==> src/rtl/memory_cycle_if.sv <==
// Data-memory bus between the memory stage (master) and data memory (slave).
// The request stays asserted and the bus fields stay constant until dmem_ready completes it.
interface memory_cycle_if;
    logic        dmem_req;
    logic        dmem_we;
    logic [31:0] dmem_addr;
    logic [3:0]  dmem_be;
    logic [31:0] dmem_wdata;
    logic [31:0] dmem_rdata;
    logic        dmem_ready;

    modport master (
        output dmem_req, dmem_we, dmem_addr, dmem_be, dmem_wdata,
        input  dmem_rdata, dmem_ready
    );

    modport slave (
        input  dmem_req, dmem_we, dmem_addr, dmem_be, dmem_wdata,
        output dmem_rdata, dmem_ready
    );
endinterface

==> src/rtl/memory_cycle.sv <==
// memory_cycle: RV32IM memory stage. Issues loads and stores over the dmem
// request/ready handshake, aligns and extends load data, and holds the MEM/WB register.
// Optional feature: define MEM_MISALIGN_TRAP_EN to flag misaligned half/word
// accesses in MisalignW instead of issuing them to memory.
//
// state  | meaning
// S_IDLE | no access outstanding; a memory op requests combinationally
// S_WAIT | request outstanding, pipeline stalled until dmem_ready
module memory_cycle #(
    parameter int XLEN = 32
) (
    input  logic            clk,
    input  logic            rst,
    input  logic            ValidM,
    input  logic            RegWriteM,
    input  logic            MemWriteM,
    input  logic [1:0]      ResultSrcM,
    input  logic [2:0]      Funct3M,
    input  logic [4:0]      RdM,
    input  logic [XLEN-1:0] ALU_ResultM,
    input  logic [XLEN-1:0] WriteDataM,
    input  logic [XLEN-1:0] PCPlus4M,
    memory_cycle_if.master  dmem,
    output logic            StallM,
    output logic            ValidW,
    output logic            RegWriteW,
    output logic [1:0]      ResultSrcW,
    output logic [4:0]      RdW,
    output logic [XLEN-1:0] ALU_ResultW,
    output logic [XLEN-1:0] ReadDataW,
    output logic [XLEN-1:0] PCPlus4W,
    output logic            MisalignW
);

    typedef enum logic {S_IDLE, S_WAIT} state_t;

    state_t          state_q, state_d;
    logic            req, stall;
    logic [1:0]      a;
    logic            is_load, mem_op, mis, req_ok;
    logic [3:0]      be_store;
    logic [XLEN-1:0] wdata_lane;
    logic [7:0]      byte_sel;
    logic [15:0]     half_sel;
    logic [XLEN-1:0] load_data;

    assign a       = ALU_ResultM[1:0];
    assign is_load = ResultSrcM == 2'b01;
    assign mem_op  = ValidM & (MemWriteM | is_load);

`ifdef MEM_MISALIGN_TRAP_EN
    assign mis = mem_op & (((Funct3M[1:0] == 2'b01) & a[0]) |
                           ((Funct3M[1:0] == 2'b10) & (a != 2'b00)));
`else
    assign mis = 1'b0;
`endif

    assign req_ok = mem_op & ~mis;

    // State register; reset abandons any outstanding request.
    always_ff @(posedge clk or negedge rst) begin
        if (!rst) state_q <= S_IDLE;
        else      state_q <= state_d;
    end

    // Next state plus raw request/stall, before reset gating.
    always_comb begin
        state_d = state_q;
        req     = 1'b0;
        stall   = 1'b0;
        case (state_q)
            S_IDLE: begin
                if (req_ok) begin
                    req = 1'b1;
                    if (!dmem.dmem_ready) begin
                        stall   = 1'b1;
                        state_d = S_WAIT;
                    end
                end
            end
            S_WAIT: begin
                req = 1'b1;
                if (dmem.dmem_ready) state_d = S_IDLE;
                else                 stall   = 1'b1;
            end
            default: state_d = S_IDLE;
        endcase
    end

    // Store byte enables and lane replication by access size.
    always_comb begin
        be_store   = 4'b0000;
        wdata_lane = WriteDataM;
        case (Funct3M[1:0])
            2'b00: begin
                be_store   = 4'b0001 << a;
                wdata_lane = {4{WriteDataM[7:0]}};
            end
            2'b01: begin
                be_store   = a[1] ? 4'b1100 : 4'b0011;
                wdata_lane = {2{WriteDataM[15:0]}};
            end
            2'b10:   be_store = 4'b1111;
            default: be_store = 4'b0000;
        endcase
    end

    // Reset gates the control outputs combinationally so a pending request drops at once.
    assign dmem.dmem_req   = rst & req;
    assign dmem.dmem_we    = rst & req & MemWriteM;
    assign dmem.dmem_be    = (rst & req) ? (MemWriteM ? be_store : 4'b1111) : 4'b0000;
    assign dmem.dmem_addr  = {ALU_ResultM[31:2], 2'b00};
    assign dmem.dmem_wdata = wdata_lane;
    assign StallM          = rst & stall;

    // Load lane select and sign/zero extension.
    always_comb begin
        case (a)
            2'b00:   byte_sel = dmem.dmem_rdata[7:0];
            2'b01:   byte_sel = dmem.dmem_rdata[15:8];
            2'b10:   byte_sel = dmem.dmem_rdata[23:16];
            default: byte_sel = dmem.dmem_rdata[31:24];
        endcase
        half_sel = a[1] ? dmem.dmem_rdata[31:16] : dmem.dmem_rdata[15:0];
        case (Funct3M)
            3'b000:  load_data = {{24{byte_sel[7]}}, byte_sel};
            3'b100:  load_data = {24'h0, byte_sel};
            3'b001:  load_data = {{16{half_sel[15]}}, half_sel};
            3'b101:  load_data = {16'h0, half_sel};
            3'b010:  load_data = dmem.dmem_rdata;
            default: load_data = '0;
        endcase
    end

    // MEM/WB register: copies M fields when not stalled, inserts a bubble while stalled.
    always_ff @(posedge clk or negedge rst) begin
        if (!rst) begin
            ValidW      <= 1'b0;
            RegWriteW   <= 1'b0;
            ResultSrcW  <= 2'b00;
            RdW         <= 5'd0;
            ALU_ResultW <= '0;
            ReadDataW   <= '0;
            PCPlus4W    <= '0;
            MisalignW   <= 1'b0;
        end else if (StallM) begin
            ValidW    <= 1'b0;
            RegWriteW <= 1'b0;
            MisalignW <= 1'b0;
        end else begin
            ValidW      <= ValidM;
            RegWriteW   <= ValidM & RegWriteM & ~mis;
            ResultSrcW  <= ResultSrcM;
            RdW         <= RdM;
            ALU_ResultW <= ALU_ResultM;
            ReadDataW   <= (ValidM & is_load & ~mis) ? load_data : '0;
            PCPlus4W    <= PCPlus4M;
            MisalignW   <= mis;
        end
    end

endmodule

==> src/flat_wrapper.sv <==
// flat-port wrapper written by rule: the top's interface ports become plain ports
module memory_cycle_flat 
#(
    parameter int XLEN = 32
)
  (clk, rst, ValidM, RegWriteM, MemWriteM, ResultSrcM, Funct3M, RdM, ALU_ResultM, WriteDataM, PCPlus4M, StallM, ValidW, RegWriteW, ResultSrcW, RdW, ALU_ResultW, ReadDataW, PCPlus4W, MisalignW, dmem_dmem_req, dmem_dmem_we, dmem_dmem_addr, dmem_dmem_be, dmem_dmem_wdata, dmem_dmem_rdata, dmem_dmem_ready);
  memory_cycle_if dmem_i ();
  input  logic clk;
  input  logic rst;
  input  logic ValidM;
  input  logic RegWriteM;
  input  logic MemWriteM;
  input  logic [1:0] ResultSrcM;
  input  logic [2:0] Funct3M;
  input  logic [4:0] RdM;
  input  logic [XLEN-1:0] ALU_ResultM;
  input  logic [XLEN-1:0] WriteDataM;
  input  logic [XLEN-1:0] PCPlus4M;
  output logic StallM;
  output logic ValidW;
  output logic RegWriteW;
  output logic [1:0] ResultSrcW;
  output logic [4:0] RdW;
  output logic [XLEN-1:0] ALU_ResultW;
  output logic [XLEN-1:0] ReadDataW;
  output logic [XLEN-1:0] PCPlus4W;
  output logic MisalignW;
  output wire logic [$bits(dmem_i.dmem_req)-1:0] dmem_dmem_req;
  output wire logic [$bits(dmem_i.dmem_we)-1:0] dmem_dmem_we;
  output wire logic [$bits(dmem_i.dmem_addr)-1:0] dmem_dmem_addr;
  output wire logic [$bits(dmem_i.dmem_be)-1:0] dmem_dmem_be;
  output wire logic [$bits(dmem_i.dmem_wdata)-1:0] dmem_dmem_wdata;
  input wire logic [$bits(dmem_i.dmem_rdata)-1:0] dmem_dmem_rdata;
  input wire logic [$bits(dmem_i.dmem_ready)-1:0] dmem_dmem_ready;
  assign dmem_dmem_req = dmem_i.dmem_req;
  assign dmem_dmem_we = dmem_i.dmem_we;
  assign dmem_dmem_addr = dmem_i.dmem_addr;
  assign dmem_dmem_be = dmem_i.dmem_be;
  assign dmem_dmem_wdata = dmem_i.dmem_wdata;
  assign dmem_i.dmem_rdata = dmem_dmem_rdata;
  assign dmem_i.dmem_ready = dmem_dmem_ready;
  memory_cycle #(.XLEN(XLEN)) u_core (.clk(clk), .rst(rst), .ValidM(ValidM), .RegWriteM(RegWriteM), .MemWriteM(MemWriteM), .ResultSrcM(ResultSrcM), .Funct3M(Funct3M), .RdM(RdM), .ALU_ResultM(ALU_ResultM), .WriteDataM(WriteDataM), .PCPlus4M(PCPlus4M), .dmem(dmem_i), .StallM(StallM), .ValidW(ValidW), .RegWriteW(RegWriteW), .ResultSrcW(ResultSrcW), .RdW(RdW), .ALU_ResultW(ALU_ResultW), .ReadDataW(ReadDataW), .PCPlus4W(PCPlus4W), .MisalignW(MisalignW));
endmodule
==> config.mk <==
export PLATFORM = sky130hd
export DESIGN_NAME = memory_cycle_flat
export DESIGN_NICKNAME = d
export VERILOG_FILES = /design/src/rtl/memory_cycle_if.sv /design/src/rtl/memory_cycle.sv /design/src/flat_wrapper.sv
export SDC_FILE = /design/constraint.sdc
export NUM_CORES = 1
export LEC_CHECK = 0
export ABC_AREA = 1
export CELL_PAD_IN_SITES_DETAIL_PLACEMENT = 1
export CELL_PAD_IN_SITES_GLOBAL_PLACEMENT = 1
export CORE_MARGIN = 5
export CORE_UTILIZATION = 23
export DETAILED_ROUTE_END_ITERATION = 7
export PLACE_DENSITY_LB_ADDON = 0.1
export SYNTH_ARGS = -nofsm -noshare
export SYNTH_HDL_FRONTEND = slang
export SYNTH_SLANG_ARGS = --single-unit
==> constraint.sdc <==
create_clock -name clk -period 1.19 [get_ports clk]
set_input_delay 0.1785 -clock clk [delete_from_list [all_inputs] [get_ports clk]]
set_output_delay 0.1785 -clock clk [all_outputs]
set_load 0.005 [all_outputs]
=== Word-level counts from Yosys, hierarchy flattened ===
Index checks and enable logic that the tools add are counted.

* Bits in registers: 106
* Input bits: 144
* Output and inout bits: 177
* Word-level logic and storage cells: 45

* Shift-type cells: 1
* Eq/ne operators: 9
* Bitwise operators: 8
* Reduce and logical (&&, ||, !) cells: 3
* Multiplexer cells: 16

{| class="wikitable"
|+ Operators by type and width
! operator !! number
|-
| 32-bit case mux with 5 select lines || 1
|-
| 32-bit case mux with 2 select lines || 1
|-
| 32-bit 2-to-1 mux || 1
|-
| 8-bit case mux with 3 select lines || 1
|-
| 16-bit 2-to-1 mux || 1
|-
| 4-bit 2-to-1 mux || 3
|-
| 4-bit case mux with 3 select lines || 1
|-
| 1-bit AND || 6
|-
| 2-bit by 1-bit == test with 1-bit output, second input constant || 3
|-
| 3-bit == test, second input constant || 2
|-
| 1-bit 2-to-1 mux || 5
|-
| 2-bit == test, second input constant || 2
|-
| 2-bit zero test || 2
|-
| 1-bit case mux with 2 select lines || 2
|-
| 1-bit by 2-bit left shift with 4-bit output, first input constant || 1
|-
| 3-bit by 1-bit == test with 1-bit output, second input constant || 1
|-
| 3-bit by 2-bit == test with 1-bit output, second input constant || 1
|-
| 3-bit zero test || 1
|-
| 1-bit NOT || 1
|-
| 1-bit bitwise OR || 1
|}

=== Logic depth before layout (Yosys ltp) ===
Gate-level depths: netlist of the first run.

* Depth in word-level cells: 7
* Mapped depth: 10
* Mapped depth without buffers: 9

=== Least setup slack after synthesis of the first run ===
Ideal clock, no wire load.

* Path kind: reg2reg
* From: register u_core.state_q
* To: register u_core.ALU_ResultW[0]
* Period minus slack after synthesis: 1,203 ps
* Setup time: 116 ps
* Cell stages (with the launch flop): 9
* Path slack: -13 ps
* Arrival: 1,087 ps
* Path buffers: 2
* Required time: 1,074 ps
* Cell sequence: dfrtp_1 a21oi_1 o21ai_2 nand3_1 inv_2 buf_4 buf_4 nand2_1 nand2_1

* Cells in the longest elaborated chain, start to end: 3

{| class="wikitable"
|+ RTL lines
! what !! RTL line !! text
|-
| from (decl) || memory_cycle.sv:37 || <nowiki>state_t state_q, state_d;</nowiki>
|-
| from (signal assigned) || memory_cycle.sv:63 || <nowiki>else state_q <= state_d;</nowiki>
|-
| 1-bit NOT || memory_cycle.sv:71 || <nowiki>case (state_q)</nowiki>
|-
| 1-bit case mux with 2 select lines * || memory_cycle.sv:71 ||
|-
| 1-bit AND * || memory_cycle.sv:114 || <nowiki>assign StallM = rst & stall;</nowiki>
|-
| to (signal assigned) || memory_cycle.sv:155 || <nowiki>ALU_ResultW <= ALU_ResultM;</nowiki>
|-
| to (decl) || memory_cycle.sv:29 || <nowiki>output logic [XLEN-1:0] ALU_ResultW,</nowiki>
|}

Every way passes the cells marked *; elsewhere a longest branch is shown, timed or not.
A chain may end at the register's enable or synchronous reset.

=== Worst setup path after layout of the first run ===
* From: register u_core.state_q
* To: output port dmem_dmem_be[0]

* Cells in the longest elaborated chain, start to end: 4

{| class="wikitable"
|+ RTL lines
! what !! RTL line !! text
|-
| 1-bit NOT || memory_cycle.sv:71 ||
|-
| 1-bit case mux with 2 select lines * || memory_cycle.sv:71 ||
|-
| 1-bit AND * || memory_cycle.sv:111 || <nowiki>assign dmem.dmem_be = (rst & req) ? (MemWriteM ? be_store : 4'b1111) : 4'b0000;</nowiki>
|-
| 4-bit 2-to-1 mux * || memory_cycle.sv:111 ||
|-
| to (decl) || flat_wrapper.sv:31 || <nowiki>output wire logic [$bits(dmem_i.dmem_be)-1:0] dmem_dmem_be;</nowiki>
|}

Marks and branches as above.

==> results of run 1 <==
[power by group]
| part | switching [mW] | total, mW | internal, mW |
|---|---|---|---|
| registers | 0.180 | 4.01 | 3.83 |
| logic | 1.36 | 3.04 | 1.68 |
| clock network | 1.50 | 3.15 | 1.66 |
[repair_timing]
| action | in CTS | in global routing |
|---|---|---|
| hold endpoints to repair | 24 | 0 |
| setup buffers | 46 | 13 |
| resized for setup | 485 | 314 |
| setup endpoints to repair | 279 | 162 |
| pin swaps | 11 | 62 |
| cloned | 19 | 11 |
| hold buffers | 1 | 0 |
[cells by family after synthesis]
logic type	count (synthesis)
simple gates	512
flops	106
buf+inv	102
compound gates	39
other cells	1
[per-stage QoR]
stage	hold slack [ps]	setup slack (ps)	power (mW)	cell area (um^2)	utilization [%]
2_1_floorplan	-117	12.4	4.79	5560	-
3_5_place_dp	367	-921	6.57	9450	40.0
4_1_cts	10.1	-401	10.1	10800	45.8
3_3_place_gp	363	-885	6.55	9450	40.0
5_1_grt	54.4	-459	10.7	11400	48.3
6_report	32.0	-381	10.2	11400	48.3
[worst min-delay path by stage]
stage / end / slack [ps]
floorplan: u_core.ALU_ResultW[0] / -120
global placement: u_core.PCPlus4W[26] / 360
detailed placement: u_core.PCPlus4W[26] / 370
CTS: u_core.ResultSrcW[0] / 10
global route: u_core.ResultSrcW[0] / 50
finish: u_core.ALU_ResultW[1] / 30
[sequential cells by signal, summed over array words and instances, names as in the netlist]
| register | cells |
|---|---|
| u_core.ALU_ResultW | 32 |
| u_core.PCPlus4W | 32 |
| u_core.ReadDataW | 32 |
| u_core.RdW | 5 |
| u_core.ResultSrcW | 2 |
| u_core.RegWriteW | 1 |
| u_core.ValidW | 1 |
| u_core.state_q | 1 |
[final cells by class]
type	instances	area (um^2)
timing repair buffer	489	4850
sequential	106	2650
clock buffer	11	233
clock inverter	5	63.8
multi-input combinational	554	3100
tap	319	399
fill	2800	12200
inverter	25	111
[worst min-delay path, stage by stage]
cell and delay [ps]:
buf_4 120, buf_4 110, buf_4 440
[layer usage]
| metal | track usage [%] | vias to the layer above | routed length, um |
|---|---|---|---|
| met5 | 0 | - | 34 |
| met3 | 5.96 | 24 | 2230 |
| met4 | 4.35 | 6 | 306 |
| met1 | 22.5 | 3165 | 11200 |
| li1 | - | 3159 | - |
| met2 | 34.4 | 199 | 14600 |
[cells in the final DEF, fill, tap and decap left out, types with 14 or more instances in the layout]
cell type / count
buf_6: 14
nand3_1: 30
buf_2: 28
clkbuf_2: 53
clkdlybuf4s15_1: 50
clkbuf_16: 18
dlygate4sd2_1: 40
nand2_2: 125
nor2_1: 24
buf_4: 112
nand2_4: 61
dfrtp_1: 106
nand2_1: 254
clkdlybuf4s50_1: 131
buf_12: 24
==> flow_summary.toml, run 1 <==
[detailed_routing]
routedWlPerCell_um = 18.8
drc = 0
first_pass_iters = 4
wl_mm = 28.3
num_vias = 6553
drt_iter0_markers = 206
drtAntennaViolNets = 0
vias_per_cell = 4.34

[worst_setup_path]
slowest_stage = "dfrtp_1"
cp-end-kind = "output port"
path_class = "flip-flop to output port"
startpoint = "u_core.state_q"
slowest_delay_ps = 350
cp_cell_sequence = "a21oi_2, o21ai_2, nand2_4, buf_6, a31oi_2, buf_2"
reg2reg_slack_ps = -340
arrival_ps = 1390
path_buf_inv = 2
rr_startpoint = "u_core.state_q"
rr_worst_depth = 10
r2r-end = "u_core.PCPlus4W[2]"
path_max_fanout = 3
cp.depth = 6
startpoint_type = "flip-flop"
crit_path_end = "dmem_dmem_be[0]"
critical_path.top_delay_family = "flip-flops"
required_ps = 1010

[synth]
ys_types = 22
yosysTopAreaCell = "dfrtp_1"
synth_xor_area_share_pct = 0
synth_common_cells = "nand2_1, dfrtp_1, buf_4"
synth-seq-cells = 106
yosysMostFrequentCell = "nand2_1"
synth_ff_type = "dfrtp_1"
synth_area_leaders = "dfrtp_1, nand2_1, buf_4, nand3_1, nor2_1"
syn_area_per_cell_um2 = 7.29
synth_top_family_by_area = "simple AND/OR/NAND/NOR gates"
syn_area_um2 = 5540
synthCells = 760
yosys.area_share.adder_pct = 0
synth_top_area_share_pct = 47.8
seq_area_frac_synth_pct = 47.8
synth_mux_area_share_pct = 0
async_flop_share_pct = 100
synth_edf_count = 0
synth-simple-area-share_pct = 36.6
synth_compound_area_share_pct = 3.97
synth_warnings = 0

[power]
power.density_nw_per_um2 = 893
power.leakage_nw = 6.17
peakVddDrop_mv = 0.768

[global_route]
grt_start_max_net_pins = 44
gr-total-overflow = 0
antenna_found_initial = 3
grt_use_total_pct = 19.2
grt_pass1_wl_mm = 39.8
first_global_vias = 6825

[cts]
cts.clk_slew.worst_paths_ps = 80
htree_levels = 3
cts_tree = "yes"
cts_buffers = 9
cts_buffer_depth = 2
clkLatencyLatePin_ps = 360
cts-root-buf = "clkbuf_16"
clock_sinks = 106

[die]
core.rowCount = 56
io_pins = 321
die_h_um = 165
initial_core_util_pct = 23.5
coreArea_um2 = 23600
die-area_um2 = 27300
chipWidth_um = 165

[sta]
slew_violations = 0
hold_viol = 0
fin_worst_skew_ps = 13.1
rsz0062_at_grt = "yes"
fmax_mhz = 637
fin_crit_ps = 1570
maxSlewHeadroom_pct = 60.5
worst_slew_pin_slew_ps = 592
layout_setup_ws_ps = -381
finalSetupViolations = 115
fin_tns_setup_ps = -28600
timing.final.crit_share_pct = 132

[placed_design]
dp_hpwl_mm = 18.2
place_inst = 1416
portBuffers = 317
gp_congestion = 0.808

[layout]
drive_above_1_share_pct = 42.2
area_growth_syn_to_layout_pct = 106
final_cells = 1509
n_antenna_cell = 0
nets = 1329

[outcome]
violations = "negative setup slack"
status = "finished with violations"

[run]
max_cap_viol_count = 0

[worst_hold_path]
worst_hold_path_type = "primary input to async pin"
Note: power is estimated with default switching activity, not from simulation.
==> inputs of run 2 (changes only) <==
Settings changed: GPL_TIMING_DRIVEN set to 0.
==> run 2 against run 1 <==
Compared with the run above:
- the run still ends with negative setup slack left
- global-route usage is 1.3 points lower
- wire length is 11% lower
- register-to-register slack worse by 20 ps
- clock-buffer cell count is 2 lower
- highest routed layer unchanged
==> flow_summary.toml, run 2 (same netlist as run 1, synthesis figures left out) <==
[outcome]
status = "finished with violations"
violations = "negative setup slack"

[die]
die-area_um2 = 27300
coreArea_um2 = 23600
die_h_um = 165
io_pins = 321
core.rowCount = 56
chipWidth_um = 165
initial_core_util_pct = 23.5

[worst_setup_path]
rr_worst_depth = 8
path_class = "flip-flop to output port"
cp_cell_sequence = "a21oi_2, o21ai_2, buf_4, nand3_4, inv_6, buf_6, buf_6"
startpoint_type = "flip-flop"
r2r-end = "u_core.ALU_ResultW[12]"
crit_path_frequent_cell = "buf_6"
startpoint = "u_core.state_q"
cp.depth = 7
cp-end-kind = "output port"
arrival_ps = 1410
crit_path_end = "StallM"
rr_startpoint = "u_core.state_q"
path_buf_inv = 4
required_ps = 1010
critical_path.top_delay_family = "buffers and inverters"
slowest_delay_ps = 370
reg2reg_slack_ps = -360
path_max_fanout = 5
slowest_stage = "dfrtp_1"

[detailed_routing]
drt_iter0_markers = 277
routedWlPerCell_um = 17.3
vias_per_cell = 4.26
drc = 0
wl_mm = 25.2
drtAntennaViolNets = 0
num_vias = 6207
first_pass_iters = 4

[placed_design]
portBuffers = 317
gp_congestion = 0.781
dp_hpwl_mm = 18.8
post_dp_cell_area_um2 = 9160

[global_route]
first_global_vias = 6618
grt_use_total_pct = 18.0
grt_start_max_net_pins = 44
gr-total-overflow = 0
antenna_found_initial = 2
grt_pass1_wl_mm = 37.9

[power]
design_power_total_mw = 9.84
peakVddDrop_mv = 0.529
power.leakage_nw = 5.31
power.density_nw_per_um2 = 991

[sta]
rsz0062_at_grt = "yes"
fin_tns_setup_ps = -27270
fin_worst_skew_ps = 14.6
fin_crit_ps = 1590
timing.final.crit_share_pct = 134
hold_viol = 0
fmax_mhz = 628
hold_ws_ps = 8.09
finalSetupViolations = 128
layout_setup_ws_ps = -402
slew_violations = 0

[cts]
cts_buffer_depth = 2
cts-root-buf = "clkbuf_16"
clkLatencyLatePin_ps = 360
cts_buffers = 9
htree_levels = 3
clock_sinks = 106
cts.clk_slew.worst_paths_ps = 80
cts_tree = "yes"

[layout]
seq_area_um2 = 2650
area_growth_syn_to_layout_pct = 79.1
mostFrequentLayoutCells = "nand2_1, clkdlybuf4s50_1, dfrtp_1"
multiInputGateArea_um2 = 2390
n_antenna_cell = 0
fin_util_pct = 42.0
final_cell_area_um2 = 9930
nets = 1278
fill_cells = 2934
drive_above_1_share_pct = 22.5
final_common_cell = "nand2_1"
reg.largest.list = "u_core.ALU_ResultW: 32 flops, u_core.PCPlus4W: 32 flops, u_core.ReadDataW: 32 flops"

[run]
max_cap_viol_count = 0

[worst_hold_path]
worst_hold_path_type = "primary input to async pin"
-- run 2: cell types whose count changed in the layout (fill, tap and decap cells not counted), moves of 12 or more --
cell             delta
nand2_4            -54
nand2_2           -118
clkdlybuf4s50_1    -14
nand2_1           +172
dlygate4sd2_1      -12
buf_12             -17
clkdlybuf4s15_1    +37
buf_4              -23
clkbuf_2           -30
-- run 2: how the worst min path moves through the flow --
stage,slack [ps],endpoint
6_report,8,u_core.ALU_ResultW[16]
5_1_grt,10,u_core.ALU_ResultW[16]
4_1_cts,-190,u_core.ALU_ResultW[16]
3_5_place_dp,60,u_core.ALU_ResultW[16]
3_3_place_gp,450,u_core.ALU_ResultW[1]
2_1_floorplan,-120,u_core.ALU_ResultW[0]
-- run 2: stage by stage --
stage	std cells	setup WS (ps)
2_1_floorplan	762	12.4
3_3_place_gp	1398	-5680
3_5_place_dp	1399	-1400
4_1_cts	1453	-423
5_1_grt	1458	-504
6_report	1458	-402
-- run 2: final cells by class --
class,instances,share of cell area (%)
buffer,76,6.12
clock buffer,9,2.27
clock inverter,7,1.08
inverter,25,1.13
multi-input combinational,554,24.1
sequential,106,26.7
tap,319,4.02
timing repair buffer,362,34.6
-- run 2: what timing repair did --
| action | CTS | global route |
|---|---|---|
| gates cloned | 3 | 0 |
| pin swaps | 15 | 2 |
| resized for setup | 477 | 76 |
| hold buffers | 3 | 6 |
| endpoints found under the setup margin | 279 | 221 |
| endpoints found under the hold margin | 42 | 87 |
| setup buffers | 33 | 0 |
-- run 2: worst min-delay path: cells and delay by family --
family,cells,cell delay (ps)
buffers and inverters,5,530
-- run 2: layer usage --
metal | GRT usage (%) | routed length [um] | vias up
met3 | 5.21 | 2050 | 16
met4 | 3.29 | 250 | 4
met2 | 31.8 | 12500 | 202
li1 | - | - | 3045
met1 | 21.8 | 10400 | 2940
met5 | 0 | 21 | -
-- run 2: power by group --
part,internal [mW],switching [mW]
logic,1.35,1.11
clock network,1.89,1.55
registers,3.83,0.117
total,7.06,2.77
==> inputs of run 3 (changes only) <==
Settings changed: SLEW_MARGIN set to 40.
==> run 3 against run 2 <==
Compared with the run above:
- the flow finishes with violations (negative hold slack, negative setup slack)
- power rose by 4.2%
- hold slack got worse by 330 ps
- setup slack improved by 25 ps
- die area did not move
- critical path type unchanged
==> flow_summary.toml, run 3 (same netlist as run 1, synthesis figures left out) <==
[die]
io_pins = 321
core.rowCount = 56
die-area_um2 = 27300
die_h_um = 165
coreArea_um2 = 23600
initial_core_util_pct = 23.5
chipWidth_um = 165

[cts]
cts-root-buf = "clkbuf_16"
clock_sinks = 106
cts_buffer_depth = 2
cts.clk_slew.worst_paths_ps = 80
clkLatencyLatePin_ps = 360
htree_levels = 3
cts_buffers = 9
cts_tree = "yes"

[layout]
final_cell_area_um2 = 10700
area_growth_syn_to_layout_pct = 93.7
nets = 1334
n_antenna_cell = 0
fin_util_pct = 45.5
drive_above_1_share_pct = 33.9
fill_cells = 2886
mostFrequentLayoutCells = "nand2_1, clkdlybuf4s50_1, buf_4"
reg.largest.list = "u_core.ALU_ResultW: 32 flops, u_core.PCPlus4W: 32 flops, u_core.ReadDataW: 32 flops"
multiInputGateArea_um2 = 2600
seq_area_um2 = 2650
final_common_cell = "nand2_1"

[global_route]
antenna_found_initial = 2
met2_usage_pct = 33.6
grt_use_total_pct = 18.8
grt-busiest-layer = "met2"
first_global_vias = 6965
use_met3_pct = 4.96
gr-total-overflow = 0
grt_start_max_net_pins = 59
grt_pass1_wl_mm = 39.6
grt_util_met1_pct = 22.6

[sta]
slew_violations = 0
rsz0062_at_grt = "yes"
fmax_mhz = 638
hold_ws_ps = -322
hold_viol = 73
fin_worst_skew_ps = 11.6
layout_setup_ws_ps = -377
timing.final.crit_share_pct = 132
finalSetupViolations = 128
fin_crit_ps = 1570

[worst_setup_path]
r2r-end = "u_core.ALU_ResultW[24]"
arrival_ps = 1390
rr_startpoint = "u_core.state_q"
slowest_delay_ps = 370
cp-end-kind = "output port"
startpoint_type = "flip-flop"
required_ps = 1010
path_class = "flip-flop to output port"
reg2reg_slack_ps = -350
cp_cell_sequence = "a21oi_2, o21ai_2, buf_6, nand3_4, inv_4, buf_6, buf_6"
crit_path_frequent_cell = "buf_6"
rr_worst_depth = 10
slowest_stage = "dfrtp_1"
path_max_fanout = 2

[detailed_routing]
routedWlPerCell_um = 17.3
drc = 0
drtAntennaViolNets = 0
vias_per_cell = 4.29
wl_mm = 26.2
num_vias = 6488
drt_iter0_markers = 185
first_pass_iters = 4

[power]
peakVddDrop_mv = 0.496
power.density_nw_per_um2 = 955
design_power_total_mw = 10.3
power.leakage_nw = 5.74

[outcome]
violations = "negative hold slack, negative setup slack"
status = "finished with violations"

[placed_design]
place_ws_ps = -1390
gp_congestion = 0.781
portBuffers = 317
post_dp_cell_area_um2 = 9160
dp_hpwl_mm = 18.8

[worst_hold_path]
worst_hold_path_type = "primary input to async pin"

[run]
max_cap_viol_count = 0
[run 3: changes by cell type in the layout (fill, tap and decap cells not counted), sizes merged]
cell / change
buf: +62
clkbuf: +15
clkdlybuf4s15: -19
clkdlybuf4s50: +6
dlygate4sd2: -5
dlygate4sd3: -2
dlymetal6s2s: -1
[run 3: where the power goes]
part	switching (mW)	internal, mW
sequential	0.126	3.83
combinational	1.25	1.62
clock	1.55	1.89
total	2.92	7.34
[run 3: cell type report]
type	count	area share (%)
timing repair buffer	419	36.4
sequential	106	24.7
multi-input combinational	554	24.2
buffer	75	6.84
tap	319	3.72
clock buffer	9	2.10
inverter	25	1.05
clock inverter	7	1.00
[run 3: stage by stage]
stage | setup TNS, ps | std cells | hold WS (ps)
floorplan | 0 | 762 | -117
global route | -40360 | 1514 | -304
global placement | -1099760 | 1398 | 454
CTS | -32050 | 1498 | -298
detailed placement | -132230 | 1399 | 149
finish | -29900 | 1514 | -322
[run 3: what timing repair did]
action / in CTS / in global routing
gates cloned: 11 / 1
buffers inserted: 73 / 17
endpoints found under the hold margin: 56 / 56
resized for setup: 607 / 108
setup endpoints to repair: 279 / 202
pin swaps: 15 / 6
[run 3: worst max-delay path by stage]
stage	start	endpoint	slack, ps	cells after the start
floorplan	u_core.state_q	u_core.ALU_ResultW[0]	10	8
global route	u_core.state_q	u_core.ALU_ResultW[24]	-470	10
detailed placement	Funct3M[1]	dmem_dmem_wdata[30]	-1390	9
global placement	rst	dmem_dmem_be[0]	-5680	4
finish	u_core.state_q	StallM	-380	7
CTS	u_core.state_q	StallM	-420	7
[run 3: critical path: cells and delay by family (launching register included)]
family	cells	cell delay (ps)
buffers and inverters	4	390
AND/OR/NAND/NOR	1	70
flip-flops	1	370
AO/OA/AOI/OAI	2	200
[run 3: metal layers]
metal | wire length (um) | vias up
met5 | 19 | -
met4 | 281 | 4
met3 | 2180 | 20
met2 | 13300 | 211
met1 | 10400 | 3089
li1 | - | 3164
